==> src/rtl/mastermind_draw_pkg.sv <==
// mastermind_draw_pkg
//   Shared types and constants for the Mastermind board drawing blocks.
//   Holds the painter state enum, screen and peg geometry constants, the
//   erase colour, and a helper that picks one peg colour out of a packed
//   four-peg colour word.
package mastermind_draw_pkg;

  typedef enum logic [1:0] {
    IDLE   = 2'd0,
    DRAW   = 2'd1,
    FINISH = 2'd2
  } draw_state_e;

  localparam int COLOUR_W     = 3;
  localparam int SCREEN_W     = 160;
  localparam int SCREEN_H     = 120;
  localparam int SQ_MEDIUM    = 10;
  localparam int SQ_BIG       = 20;
  localparam int PEGS_PER_ROW = 4;

  localparam logic [COLOUR_W-1:0] BLACK = 3'b000;

  // Colour of peg p; bits [3p+2:3p] of the packed word.
  function automatic logic [COLOUR_W-1:0] peg_colour(
    input logic [4*COLOUR_W-1:0] colours,
    input logic [1:0]            p
  );
    logic [COLOUR_W-1:0] c;
    case (p)
      2'd0:    c = colours[2:0];
      2'd1:    c = colours[5:3];
      2'd2:    c = colours[8:6];
      2'd3:    c = colours[11:9];
      default: c = BLACK;
    endcase
    return c;
  endfunction

endpackage

==> src/rtl/peg_pixel_counter.sv <==
// peg_pixel_counter
//   Walks the pixels of four SQ x SQ peg squares: peg index p, and within a
//   peg the pixel offset (dx, dy) in raster order with dx fastest.
//   Ports:
//     clock, resetn : clock and asynchronous active-low reset
//     clear         : synchronous return to p=0, dx=0, dy=0 (wins over enable)
//     enable        : advance one pixel per cycle
//     p, dx, dy     : current peg index and pixel offset
//     last          : high on the final pixel of the final peg
module peg_pixel_counter
  import mastermind_draw_pkg::*;
#(
  parameter int SQ = SQ_MEDIUM
) (
  input  logic       clock,
  input  logic       resetn,
  input  logic       clear,
  input  logic       enable,
  output logic [1:0] p,
  output logic [3:0] dx,
  output logic [3:0] dy,
  output logic       last
);

  logic [1:0] p_r;
  logic [3:0] dx_r;
  logic [3:0] dy_r;

  // Pixel/peg counter; q = dy*SQ + dx is kept as its two digits directly.
  always_ff @(posedge clock or negedge resetn) begin
    if (!resetn) begin
      p_r  <= 2'd0;
      dx_r <= 4'd0;
      dy_r <= 4'd0;
    end else if (clear) begin
      p_r  <= 2'd0;
      dx_r <= 4'd0;
      dy_r <= 4'd0;
    end else if (enable) begin
      if (dx_r == 4'(SQ - 1)) begin
        dx_r <= 4'd0;
        if (dy_r == 4'(SQ - 1)) begin
          dy_r <= 4'd0;
          p_r  <= p_r + 2'd1;
        end else begin
          dy_r <= dy_r + 4'd1;
        end
      end else begin
        dx_r <= dx_r + 4'd1;
      end
    end else begin
      p_r  <= p_r;
      dx_r <= dx_r;
      dy_r <= dy_r;
    end
  end

  assign p    = p_r;
  assign dx   = dx_r;
  assign dy   = dy_r;
  assign last = (p_r == 2'(PEGS_PER_ROW - 1)) &&
                (dx_r == 4'(SQ - 1)) && (dy_r == 4'(SQ - 1));

endmodule

==> src/rtl/guess_row_painter.sv <==
// guess_row_painter
//   Paints one guess row (four pegs, each an SQ x SQ square) into the VGA
//   framebuffer as a burst of 4*SQ*SQ single-pixel writes.
//   Ports:
//     clock, resetn        : clock and asynchronous active-low reset
//     start, row, colours  : request from the game controller; accepted in IDLE
//     busy, done           : handshake back to the controller
//     vga_x, vga_y         : absolute framebuffer coordinate
//     vga_colour, plot     : pixel colour and write enable to the VGA adapter
//   Build option: define MASTERMIND_PEG_OUTLINE_EN to draw a 1-pixel black
//   outline around every peg (interior keeps the peg colour).
module guess_row_painter
  import mastermind_draw_pkg::*;
#(
  parameter int X_ORIGIN  = 10,
  parameter int Y_ORIGIN  = 5,
  parameter int PEG_PITCH = 20,
  parameter int ROW_PITCH = 11,
  parameter int SQ        = SQ_MEDIUM,
  parameter int NUM_ROWS  = 10
) (
  input  logic                clock,
  input  logic                resetn,
  input  logic                start,
  input  logic [3:0]          row,
  input  logic [11:0]         colours,
  output logic                busy,
  output logic                done,
  output logic [7:0]          vga_x,
  output logic [6:0]          vga_y,
  output logic [COLOUR_W-1:0] vga_colour,
  output logic                plot
);

  draw_state_e         state_r, next_state_s;
  logic [3:0]          row_r;
  logic [11:0]         colours_r;
  logic                accept_s;
  logic                row_ok_s;
  logic [1:0]          p_s;
  logic [3:0]          dx_s, dy_s;
  logic                last_s;
  logic [COLOUR_W-1:0] pix_colour_s;

  logic                busy_s, done_s, plot_s;
  logic [7:0]          x_s;
  logic [6:0]          y_s;
  logic [COLOUR_W-1:0] colour_s;
  logic                busy_r, done_r, plot_r;
  logic [7:0]          x_r;
  logic [6:0]          y_r;
  logic [COLOUR_W-1:0] colour_r;

  assign accept_s = (state_r == IDLE) && start;
  assign row_ok_s = (row < 4'(NUM_ROWS));

  peg_pixel_counter #(.SQ(SQ)) u_counter (
    .clock  (clock),
    .resetn (resetn),
    .clear  (accept_s),
    .enable (state_r == DRAW),
    .p      (p_s),
    .dx     (dx_s),
    .dy     (dy_s),
    .last   (last_s)
  );

  // State register.
  always_ff @(posedge clock or negedge resetn) begin
    if (!resetn) begin
      state_r <= IDLE;
    end else begin
      state_r <= next_state_s;
    end
  end

  // Next-state logic; out-of-range rows skip straight to FINISH.
  always_comb begin
    next_state_s = state_r;
    case (state_r)
      IDLE: begin
        if (start) begin
          if (row_ok_s) next_state_s = DRAW;
          else          next_state_s = FINISH;
        end else begin
          next_state_s = IDLE;
        end
      end
      DRAW: begin
        if (last_s) next_state_s = FINISH;
        else        next_state_s = DRAW;
      end
      FINISH:  next_state_s = IDLE;
      default: next_state_s = IDLE;
    endcase
  end

  // Request latch so row/colour changes after acceptance are ignored.
  always_ff @(posedge clock or negedge resetn) begin
    if (!resetn) begin
      row_r     <= 4'd0;
      colours_r <= 12'd0;
    end else if (accept_s && row_ok_s) begin
      row_r     <= row;
      colours_r <= colours;
    end else begin
      row_r     <= row_r;
      colours_r <= colours_r;
    end
  end

  // Pixel colour, optionally forced to black on the peg border.
  always_comb begin
    pix_colour_s = peg_colour(colours_r, p_s);
`ifdef MASTERMIND_PEG_OUTLINE_EN
    if ((dx_s == 4'd0) || (dx_s == 4'(SQ - 1)) ||
        (dy_s == 4'd0) || (dy_s == 4'(SQ - 1))) begin
      pix_colour_s = BLACK;
    end else begin
      pix_colour_s = peg_colour(colours_r, p_s);
    end
`endif
  end

  // Output next-values; outputs lag the state by one register stage, and
  // the coordinate is summed at 9 bits then truncated to the port width.
  always_comb begin
    busy_s   = (next_state_s != IDLE);
    done_s   = (state_r == FINISH);
    plot_s   = (state_r == DRAW);
    x_s      = x_r;
    y_s      = y_r;
    colour_s = colour_r;
    if (state_r == DRAW) begin
      x_s      = 8'(9'(X_ORIGIN) + 9'(p_s) * 9'(PEG_PITCH) + 9'(dx_s));
      y_s      = 7'(9'(Y_ORIGIN) + 9'(row_r) * 9'(ROW_PITCH) + 9'(dy_s));
      colour_s = pix_colour_s;
    end else begin
      x_s      = x_r;
      y_s      = y_r;
      colour_s = colour_r;
    end
  end

  // Output registers; reset clears them without waiting for a clock edge.
  always_ff @(posedge clock or negedge resetn) begin
    if (!resetn) begin
      busy_r   <= 1'b0;
      done_r   <= 1'b0;
      plot_r   <= 1'b0;
      x_r      <= 8'd0;
      y_r      <= 7'd0;
      colour_r <= BLACK;
    end else begin
      busy_r   <= busy_s;
      done_r   <= done_s;
      plot_r   <= plot_s;
      x_r      <= x_s;
      y_r      <= y_s;
      colour_r <= colour_s;
    end
  end

  assign busy       = busy_r;
  assign done       = done_r;
  assign plot       = plot_r;
  assign vga_x      = x_r;
  assign vga_y      = y_r;
  assign vga_colour = colour_r;

endmodule

==> config.mk <==
export PLATFORM = sky130hd
export DESIGN_NAME = guess_row_painter
export DESIGN_NICKNAME = d
export VERILOG_FILES = /design/src/rtl/mastermind_draw_pkg.sv /design/src/rtl/peg_pixel_counter.sv /design/src/rtl/guess_row_painter.sv
export SDC_FILE = /design/constraint.sdc
export NUM_CORES = 1
export LEC_CHECK = 0
export ABC_AREA = 1
export BUFFER_PORTS_ARGS = -buffer_cell sky130_fd_sc_hd__buf_4
export CAP_MARGIN = 10
export CORE_ASPECT_RATIO = 0.6
export CORE_MARGIN = 1
export CORE_UTILIZATION = 50
export DETAILED_ROUTE_END_ITERATION = 6
export PLACE_DENSITY_LB_ADDON = 0.2
export SLEW_MARGIN = 10
export SYNTH_ARGS = -nofsm -noshare
export SYNTH_HDL_FRONTEND = slang
export SYNTH_SLANG_ARGS = --single-unit
==> constraint.sdc <==
create_clock -name clock -period 3 [get_ports clock]
set_input_delay 0 -clock clock [delete_from_list [all_inputs] [get_ports clock]]
set_output_delay 0 -clock clock [all_outputs]
set_load 0.01 [all_outputs]
* Yosys cells after proc, flatten, opt, wreduce, memory -nomap -nowiden
Cells that the tools add are included.
** Cells by class
- Muxes and demuxes :: 16
- Add/subtract/negate cells :: 7
- Eq/ne operators :: 7
- Reductions and logical operators :: 12
- Multipliers :: 2
- $lt $le $gt $ge :: 1
** Operator list (number)
- 4-bit 2-to-1 mux :: 7
- 2-bit 2-to-1 mux :: 7
- 3-bit case mux with 4 select lines :: 1
- 4-bit by 1-bit adder with 4-bit output (second input constant) :: 2
- 4-bit by 7-bit adder with 8-bit output (first input constant) :: 1
- 8-bit by 4-bit adder with 8-bit output :: 1
- 4-bit == test (second input constant) :: 2
- 2-bit nonzero test :: 4
- 3-bit by 7-bit adder with 7-bit output (first input constant) :: 1
- 7-bit by 4-bit adder with 7-bit output :: 1
- 4-bit by 4-bit multiplier with 7-bit output (second input constant) :: 1
- 2-bit == test (second input constant) :: 3
- 2-bit by 3-bit multiplier with 5-bit output (second input constant) :: 1
- 2-bit by 1-bit == test with 1-bit output (second input constant) :: 2
- 1-bit logical AND :: 4
- 2-bit zero test :: 2
- 4-bit < comparator (second input constant) :: 1
- 2-bit case mux with 2 select lines :: 1
- 3-bit AND reduction :: 1
- 2-bit by 1-bit adder with 2-bit output (second input constant) :: 1
- 2-bit AND reduction :: 1
** Word-level totals
- Output and inout bits :: 21
- Word-level logic and storage cells :: 57
- Flip-flop bits (word level) :: 49
- Bits of input ports :: 19

* Logic depth before layout (Yosys ltp)
Gate-level depths: netlist (run 1).
- Word-level depth :: 6
- Gate-level depth with buffers :: 13
- Gate-level depth less buffers :: 13

* Modules after synthesis
Synthesis (run 1) repeated with hierarchy kept, for this count alone.
** Unflattened totals
- Cell total of the unflattened synthesis :: 319
- Area total of the unflattened synthesis :: 2780.2 µm²
** Modules (own cells, without submodules)
- guess_row_painter :: cells an instance 249, area an instance 2200.9 µm², instances 1, seq. area each 950.9 µm²
- peg_pixel_counter :: cells an instance 70, area an instance 579.3 µm², instances 1, seq. area each 250.2 µm²

* Worst setup path before layout (run 1)
OpenSTA, ideal clock, no wires.
- Path type :: flip-flop to flip-flop
- Start point :: reg row_r[1]
- End point :: reg y_r[6], in the netlist vga_y[6]
- Library setup time :: 117 ps
- Stages on the path, launching flop included :: 12
- Data required time :: 2883 ps
- Clock period less this slack :: 2594 ps
- Path slack :: 406 ps
- Data arrival time :: 2477 ps
- Buffers on the path :: 0
- Cells stage by stage :: dfrtp_1 fa_1 fa_1 inv_1 ha_1 fa_1 nand3_1 nand3_1 inv_1 nand2_1 nand3_1 nand2_1
** On the way
- Longest elaborated chain between the ends :: 3
** RTL lines
- start, declared :: RTL line guess_row_painter.sv:36 : logic [3:0] row_r;
- start signal, assigned :: RTL line guess_row_painter.sv:104 : row_r <= row;
- start signal, assigned :: RTL line guess_row_painter.sv:107 : row_r <= row_r;
- 4-bit by 4-bit multiplier with 7-bit output :: RTL line guess_row_painter.sv:136 : y_s = 7'(9'(Y_ORIGIN) + 9'(row_r) * 9'(ROW_PITCH) + 9'(dy_s));
- 3-bit by 7-bit adder with 7-bit output :: RTL line guess_row_painter.sv:136
- 7-bit by 4-bit adder with 7-bit output :: RTL line guess_row_painter.sv:136
- end signal, assigned :: RTL line guess_row_painter.sv:159 : y_r <= y_s;
- end, declared :: RTL line guess_row_painter.sv:51 : logic [6:0] y_r;
Every way passes these cells.
A chain may end at the register's enable or synchronous reset.

* Final worst setup path (run 1)
Same ends and word-level chain as after synthesis.

==> Flow_metrics.wiki, run 1 <==
{| class="wikitable"
! Metric !! Value
|-
| Average wire per cell in the routed design || 13.19 um
|-
| Post-layout net count || 408
|-
| Count of instances resized after the clock tree is built || 0
|-
| Worst Path Required || 3.20 ns
|-
| DIE HEIGHT || 59.36 um
|-
| Power density of the placed cells || 1096 mW/mm^2
|-
| Maximum resistive drop on vdd || 0.6541 mV
|-
| Total via count in the routed design || 2,104
|-
| Post-CTS Setup Inserts || 0
|-
| Number of primary I/O pins || 40
|-
| Final number of setup-violating endpoints || 0
|-
| Number of input and output port buffers inserted || 38
|-
| Number of remaining DRC errors || 0
|-
| Die Span X || 97.59 um
|-
| TritonCTS sink count || 48
|-
| Cell type with the highest aggregate area in the netlist || dfrtp_1
|-
| CTS tree || yes
|-
| Number of enable flip-flop cells after synthesis || 0
|-
| Antenna Nets Post-Route || 0
|-
| Total CTS buffers || 5
|-
| Area added between synthesis and finish || 21.91%
|-
| Combined global-route utilization of all metal layers || 21.52%
|-
| Library cells used by synthesis || 30
|-
| Standard cell with the maximum stage delay on the critical path || fa_1
|-
| Maximum root-to-sink buffer count || 2
|-
| Yosys synthesis warning count || 0
|-
| Number of violations reported at the end of detailed-routing iteration 0 || 96
|-
| Area of the mapped netlist || 0.002741 mm^2
|-
| Final slew viol count || 0
|-
| Timing-limited maximum frequency || 357.7 MHz
|-
| Reported max-cap violation count || 0
|-
| PnR Total Power || 3.662 mW
|-
| Worst setup skew after layout || 0.005673 ns
|-
| Via count of the first global-routing pass || 2,015
|-
| First-pass detailed-route iteration total || 5
|-
| Die outline area || 0.005792 mm^2
|-
| Layout cells sized above 1 || 17.23%
|-
| Mapped Nets || 353
|-
| Wire length of the first global-routing pass || 9591 um
|-
| Hold buffer count at CTS || 17
|-
| Half-perimeter wire length of the detailed placement result || 3870 um
|-
| Clock slew seen by the registers of the worst setup and hold paths || 0.09 ns
|-
| Maximum number of pins on one net before global-route repair || 49
|-
| Most used standard cells in the synthesized netlist || nand2_1, dfrtp_1, nand3_1
|-
| LEAKAGE || 1.752 nW
|-
| Rows || 20
|-
| Status || finished clean
|-
| Level count of the clock H-tree || 2
|-
| Effective utilization at floorplan || 53.18%
|-
| Element type at the critical path start || flip-flop
|-
| Share of Yosys cell area claimed by the top area cell type || 43.82%
|-
| Most used flip-flop cell after synthesis || dfrtp_1
|-
| Reg-to-reg setup timing slack || 0.20 ns
|-
| Most used standard cell by instance count after synthesis || nand2_1
|-
| Setup repair after global routing missed its margin || false
|-
| Top fanout value on the critical path || 4
|-
| Antenna violations before repair || 0
|-
| Worst hold path type || primary input to flip-flop
|-
| Buffer type at the clock tree root || clkbuf_8
|-
| Mean cell area of the mapped netlist || 9.199 um^2
|-
| Count of inserted antenna diode cells || 0
|-
| Final Hold Vio Count || 0
|-
| Total overflow reported by the global router || 0
|-
| Number of standard cells after synthesis || 298
|-
| Max-Slew Margin vs Limit || 59.67%
|-
| Worst Setup Path Type || flip-flop to flip-flop
|-
| Core footprint || 0.005155 mm^2
|-
| Min Clock Period, post-route || 2.796 ns
|-
| Post-DR vias/cell || 5.010
|-
| Largest cells by area after synthesis || dfrtp_1, ha_1, nand2_1
|-
| Number of filler instances in the final layout || 442
|-
| Weighted congestion at the end of routability-driven global placement || 0.8598
|-
| Sequential cell area fraction in the yosys report || 43.82%
|-
| Critical path cell sequence || fa_1, fa_1, inv_1, ha_1, fa_1, nand3_1, nand3_1, inv_1, nand2_1, nand3_1, nand2_1
|-
| Max incr delay on CP || 0.56 ns
|-
| Delay-heaviest family, CP || adder cells
|-
| Yosys reg bits || 48
|-
| Buf+Inv Stages, Crit Path || 2
|-
| Final period utilization || 93.18%
|-
| Endpoint type of the worst setup path || flip-flop
|-
| Crit path arrival time || 2.99 ns
|-
| Clk Latency, worst-skew pair || 0.30 ns
|-
| Ys async rst share || 100.0%
|-
| Final total negative setup slack || 0 ns
|-
| Transition time of the tightest slew-check pin || 0.6050 ns
|-
| Total routed wirelength || 5538 um
|}
kinds of logic after synthesis:
family / count (synthesis) / synth area share (%)
other cells: 1 / 0.1368
flops: 48 / 43.82
simple gates: 143 / 22.46
compound gates: 28 / 7.348
mux: 1 / 0.3651
xor+xnor: 5 / 1.597
fa+ha+maj: 36 / 18.35
buf+inv: 36 / 5.933
registers in the layout, indices dropped and copies added (netlist names):
signal / cells
plot: 1
u_counter.p: 2
u_counter.dx: 4
state_r: 2
done: 1
vga_colour: 3
colours_r: 12
busy: 1
row_r: 4
u_counter.dy: 4
vga_x: 7
vga_y: 7
per-layer routing:
| metal | wire [um] | global-route usage [%] | share of wire, % |
|---|---|---|---|
| met1 | 2990 | 31.99 | 54 |
| met2 | 2255 | 32.37 | 41 |
| met3 | 246 | 5.071 | 4.4 |
| met4 | 46 | 4.412 | 0.83 |
| met5 | 0 | 0 | 0 |
final cells by class:
class                           instances  area (um^2)  share of cell area [%]
Clock buffer                            5        68.82                   2.059
Clock inverter                          3        42.54                   1.273
Inverter                               29        113.9                   3.407
Multi-Input combinational cell        214         1378                   41.22
Sequential cell                        48         1201                   35.94
Tap cell                               66        82.58                   2.471
Timing Repair Buffer                   55        455.4                   13.63
worst reg2reg max path: cells and delay by family, from the launching register on:
kind                       cells  cell delay (ns)
adders and majority gates      4             1.75
buffers and inverters          2             0.12
DFF                            1             0.44
and+or+nand+nor                5             0.39
per-stage QoR:
stage,cell area (um^2),setup WS [ns],util (%),hold slack [ns],cells
after detailed placement,3060,0.2052,59.37,0.05578,395
after global placement,3060,0.3065,59.37,0.05601,395
after floorplan,2741,0.4057,-,-0.2956,298
final,3342,0.2045,64.83,0.01417,420
after CTS,3342,0.2129,64.83,0.004509,420
after global routing,3342,0.005099,64.83,0.01285,420
cells in the final DEF, fill, tap and decap left out, drive strengths merged, types with 2 or more instances in the layout:
cell and n:
fa 7, nand3 34, xor2 4, buf 38
inv 29, nor2 8, clkbuf 5, nand2 99
o21ai 13, o211ai 3, a21oi 8, dfrtp 48
ha 29, o22ai 2, dlygate4sd3 17
power by group:
group	internal, mW	total, mW	switching [mW]
combinational	0.863	2.03	1.17
clock	0.247	0.467	0.221
sequential	0.941	1.16	0.221
final timing paths:
kind                         startpoint  cells after the start            to
setup reg to reg               row_r[1]                     11      vga_y[6]
setup / recovery               row_r[1]                     11      vga_y[6]
min in group asynchronous        resetn                      2          busy
hold reg to reg            colours_r[2]                      2  colours_r[2]
hold / removal                    start                      3          busy
max in group asynchronous        resetn                      2      row_r[3]
(Power assumes the default switching activity.)
==> run 2, diff against run 1 <==
- BUFFER_PORTS_ARGS: -buffer_cell sky130_fd_sc_hd__buf_4 -> not set
- DONT_BUFFER_PORTS: not set -> 1
==> Flow_metrics.wiki, run 2 (synthesis gave the netlist of run 1 again) <==
{| class="wikitable"
! Metric !! Value
|-
| Final instance count without filler cells || 384 (-8.6%)
|-
| Post-DR vias/cell || 5.151 (+2.8%)
|-
| Wire length of the first global-routing pass || 9287 um (-3.2%)
|-
| DIE HEIGHT || 59.36 um (unchanged)
|-
| Maximum number of pins on one net before global-route repair || 49 (unchanged)
|-
| Min Clock Period, post-route || 2.765 ns (-0.03086 ns)
|-
| Final period utilization || 92.16% (-1.0 points)
|-
| Number of remaining DRC errors || 0 (unchanged)
|-
| Worst Setup Path Type || flip-flop to flip-flop
|-
| Worst setup skew after layout || 0.005442 ns (-0.0002308 ns)
|-
| Hold Path Cell Cnt || 3 (unchanged)
|-
| Die Span X || 97.59 um (unchanged)
|-
| Total overflow reported by the global router || 0 (unchanged)
|-
| Number of primary I/O pins || 40 (unchanged)
|-
| Reg-to-reg setup timing slack || 0.24 ns (+0.03 ns)
|-
| Post-layout net count || 372 (-8.8%)
|-
| Rows || 20 (unchanged)
|-
| Placed Cells incl. Taps || 357 (-9.6%)
|-
| Area added between synthesis and finish || 13.42%
|-
| Element type at the critical path start || flip-flop
|-
| Cells on worst reg2reg path || 11 (unchanged)
|-
| Core footprint || 0.005155 mm^2 (unchanged)
|-
| Level count of the clock H-tree || 2 (unchanged)
|-
| Setup repair after global routing missed its margin || false
|-
| Delay-heaviest family, CP || adder cells
|-
| Critical path cell sequence || fa_1, fa_1, inv_1, ha_1, fa_1, nand3_1, nand3_1, inv_1, nand2_1, nand3_1, nand2_1
|-
| Maximum resistive drop on vdd || 0.5188 mV (-21%)
|-
| Post-CTS Setup Inserts || 0 (unchanged)
|-
| Antenna Nets Post-Route || 0 (unchanged)
|-
| PnR Total Power || 3.528 mW (-3.6%)
|-
| Maximum root-to-sink buffer count || 2 (unchanged)
|-
| Final total negative setup slack || 0 ns (unchanged)
|-
| Number of violations reported at the end of detailed-routing iteration 0 || 123 (+28%)
|-
| Final Hold Vio Count || 0 (unchanged)
|-
| Number of flip-flops under the largest register name || 12 (unchanged)
|-
| Worst min-delay path startpoint || row[3]
|-
| Standard cell with the maximum stage delay on the critical path || fa_1
|-
| Timing-limited maximum frequency || 361.7 MHz (+1.1%)
|-
| Hold endpoint || row_r[0]
|-
| Combined global-route utilization of all metal layers || 20.81% (-0.70 points)
|-
| Total CTS buffers || 5 (unchanged)
|-
| Average wire per cell in the routed design || 14.27 um (+8.2%)
|-
| Weighted congestion at the end of routability-driven global placement || 0.7875 (-8.4%)
|-
| LEAKAGE || 1.594 nW (-9.0%)
|-
| Most common library cell in the layout ignoring fill and taps || nand2_1
|-
| TritonCTS sink count || 48 (unchanged)
|-
| PnR worst setup slack || 0.2353 ns (+0.03086 ns)
|-
| Worst Path Required || 3.20 ns (about the same)
|-
| R2R Path End || vga_y[6]
|-
| Reported max-cap violation count || 0 (unchanged)
|-
| Final core occ || 60.32% (-4.5 points)
|-
| Effective utilization at floorplan || 53.18% (unchanged)
|-
| Layout cells sized above 1 || 7.547% (-9.7 points)
|-
| Number of input and output port buffers inserted || 0 (-100%)
|-
| Top fanout value on the critical path || 4 (unchanged)
|-
| Clk Latency, worst-skew pair || 0.30 ns (about the same)
|-
| Top library cells by usage in the layout, fill and taps aside || nand2_1, dfrtp_1, nand3_1
|-
| Die outline area || 0.005792 mm^2 (unchanged)
|-
| Worst hold path type || primary input to flip-flop
|-
| Status || finished clean
|-
| Final number of setup-violating endpoints || 0 (unchanged)
|-
| Final slew viol count || 0 (unchanged)
|-
| Buffer type at the clock tree root || clkbuf_8
|-
| Total via count in the routed design || 1,978 (-6.0%)
|-
| Power density of the placed cells || 1135 mW/mm^2 (+3.6%)
|-
| First-pass detailed-route iteration total || 4 (-1)
|-
| Crit path arrival time || 2.96 ns (-0.03 ns)
|-
| CTS tree || yes
|-
| Antenna violations before repair || 0 (unchanged)
|-
| Worst reg2reg startpoint || row_r[1]
|-
| Via count of the first global-routing pass || 1,892 (-6.1%)
|-
| Max incr delay on CP || 0.56 ns (about the same)
|-
| Source of the critical timing path || row_r[1]
|-
| Total routed wirelength || 5479 um (-1.1%)
|-
| Clock slew seen by the registers of the worst setup and hold paths || 0.09 ns (about the same)
|-
| Half-perimeter wire length of the detailed placement result || 3702 um (-4.3%)
|-
| Most flop-heavy register || colours_r
|-
| Count of inserted antenna diode cells || 0 (unchanged)
|-
| Buf+Inv Stages, Crit Path || 2 (unchanged)
|-
| Endpoint type of the worst setup path || flip-flop
|-
| Setup slack at placement || 0.2347 ns (+0.02953 ns)
|}
run 2: changes by cell type in the layout (fill, tap and decap cells not counted):
cell           previous run  this run
buf_4                    38         0
clkbuf_8                  5         7
buf_16                    0         1
clkinv_2                  1         0
clkinvlp_4                1         0
dlygate4sd3_1            17        18
run 2: routing by layer:
| layer | track usage (%) | share of wire, % |
|---|---|---|
| met5 | 0 | 0 |
| met4 | 4.412 | 0.27 |
| met3 | 4.245 | 3.5 |
| met2 | 29.67 | 41 |
| met1 | 32.50 | 55 |
run 2: worst max path at each step:
stage | endpoint | depth (start not counted) | slack [ns]
after floorplan | vga_y[6] | 11 | 0.41
after global placement | vga_y[6] | 11 | 0.30
after detailed placement | vga_y[6] | 11 | 0.23
after CTS | vga_y[6] | 11 | 0.24
after global routing | vga_y[6] | 11 | 0.07
final | vga_y[6] | 11 | 0.24
run 2: power breakdown:
part	leakage, nW	switching (mW)	total, mW	internal (mW)
combinational	0.932	1.07	1.78	0.710
clock	0.0645	0.219	0.513	0.294
sequential	0.597	0.297	1.24	0.942
total	1.59	1.58	3.53	1.95
run 2: area by class of cell:
class	instances	area (um^2)
flip-flops and latches	48	1201
clock inverters	1	30.03
inverters	29	113.9
well taps	66	82.58
multi-input cells	214	1378
fillers	462	2046
repair buffers	19	207.7
clock buffers	7	96.34
run 2: through the flow:
| step | hold WS, ns | area (um^2) |
|---|---|---|
| detailed placement | -0.2945 | 2775 |
| finish | 0.01621 | 3109 |
| floorplan | -0.2956 | 2741 |
| global placement | -0.2945 | 2775 |
| CTS | 0.007842 | 3109 |
| global route | 0.04612 | 3109 |
run 2: repair_timing:
item                      4_1_cts  5_1_grt
hold endpoints to repair       71        0
gates resized for setup         0        0
hold buffers                   19        0
run 2: worst min-delay path, cell delays in order:
cell,delay (ns)
o21ai_4,0.12
nand3_1,0.12
nand2_1,0.05
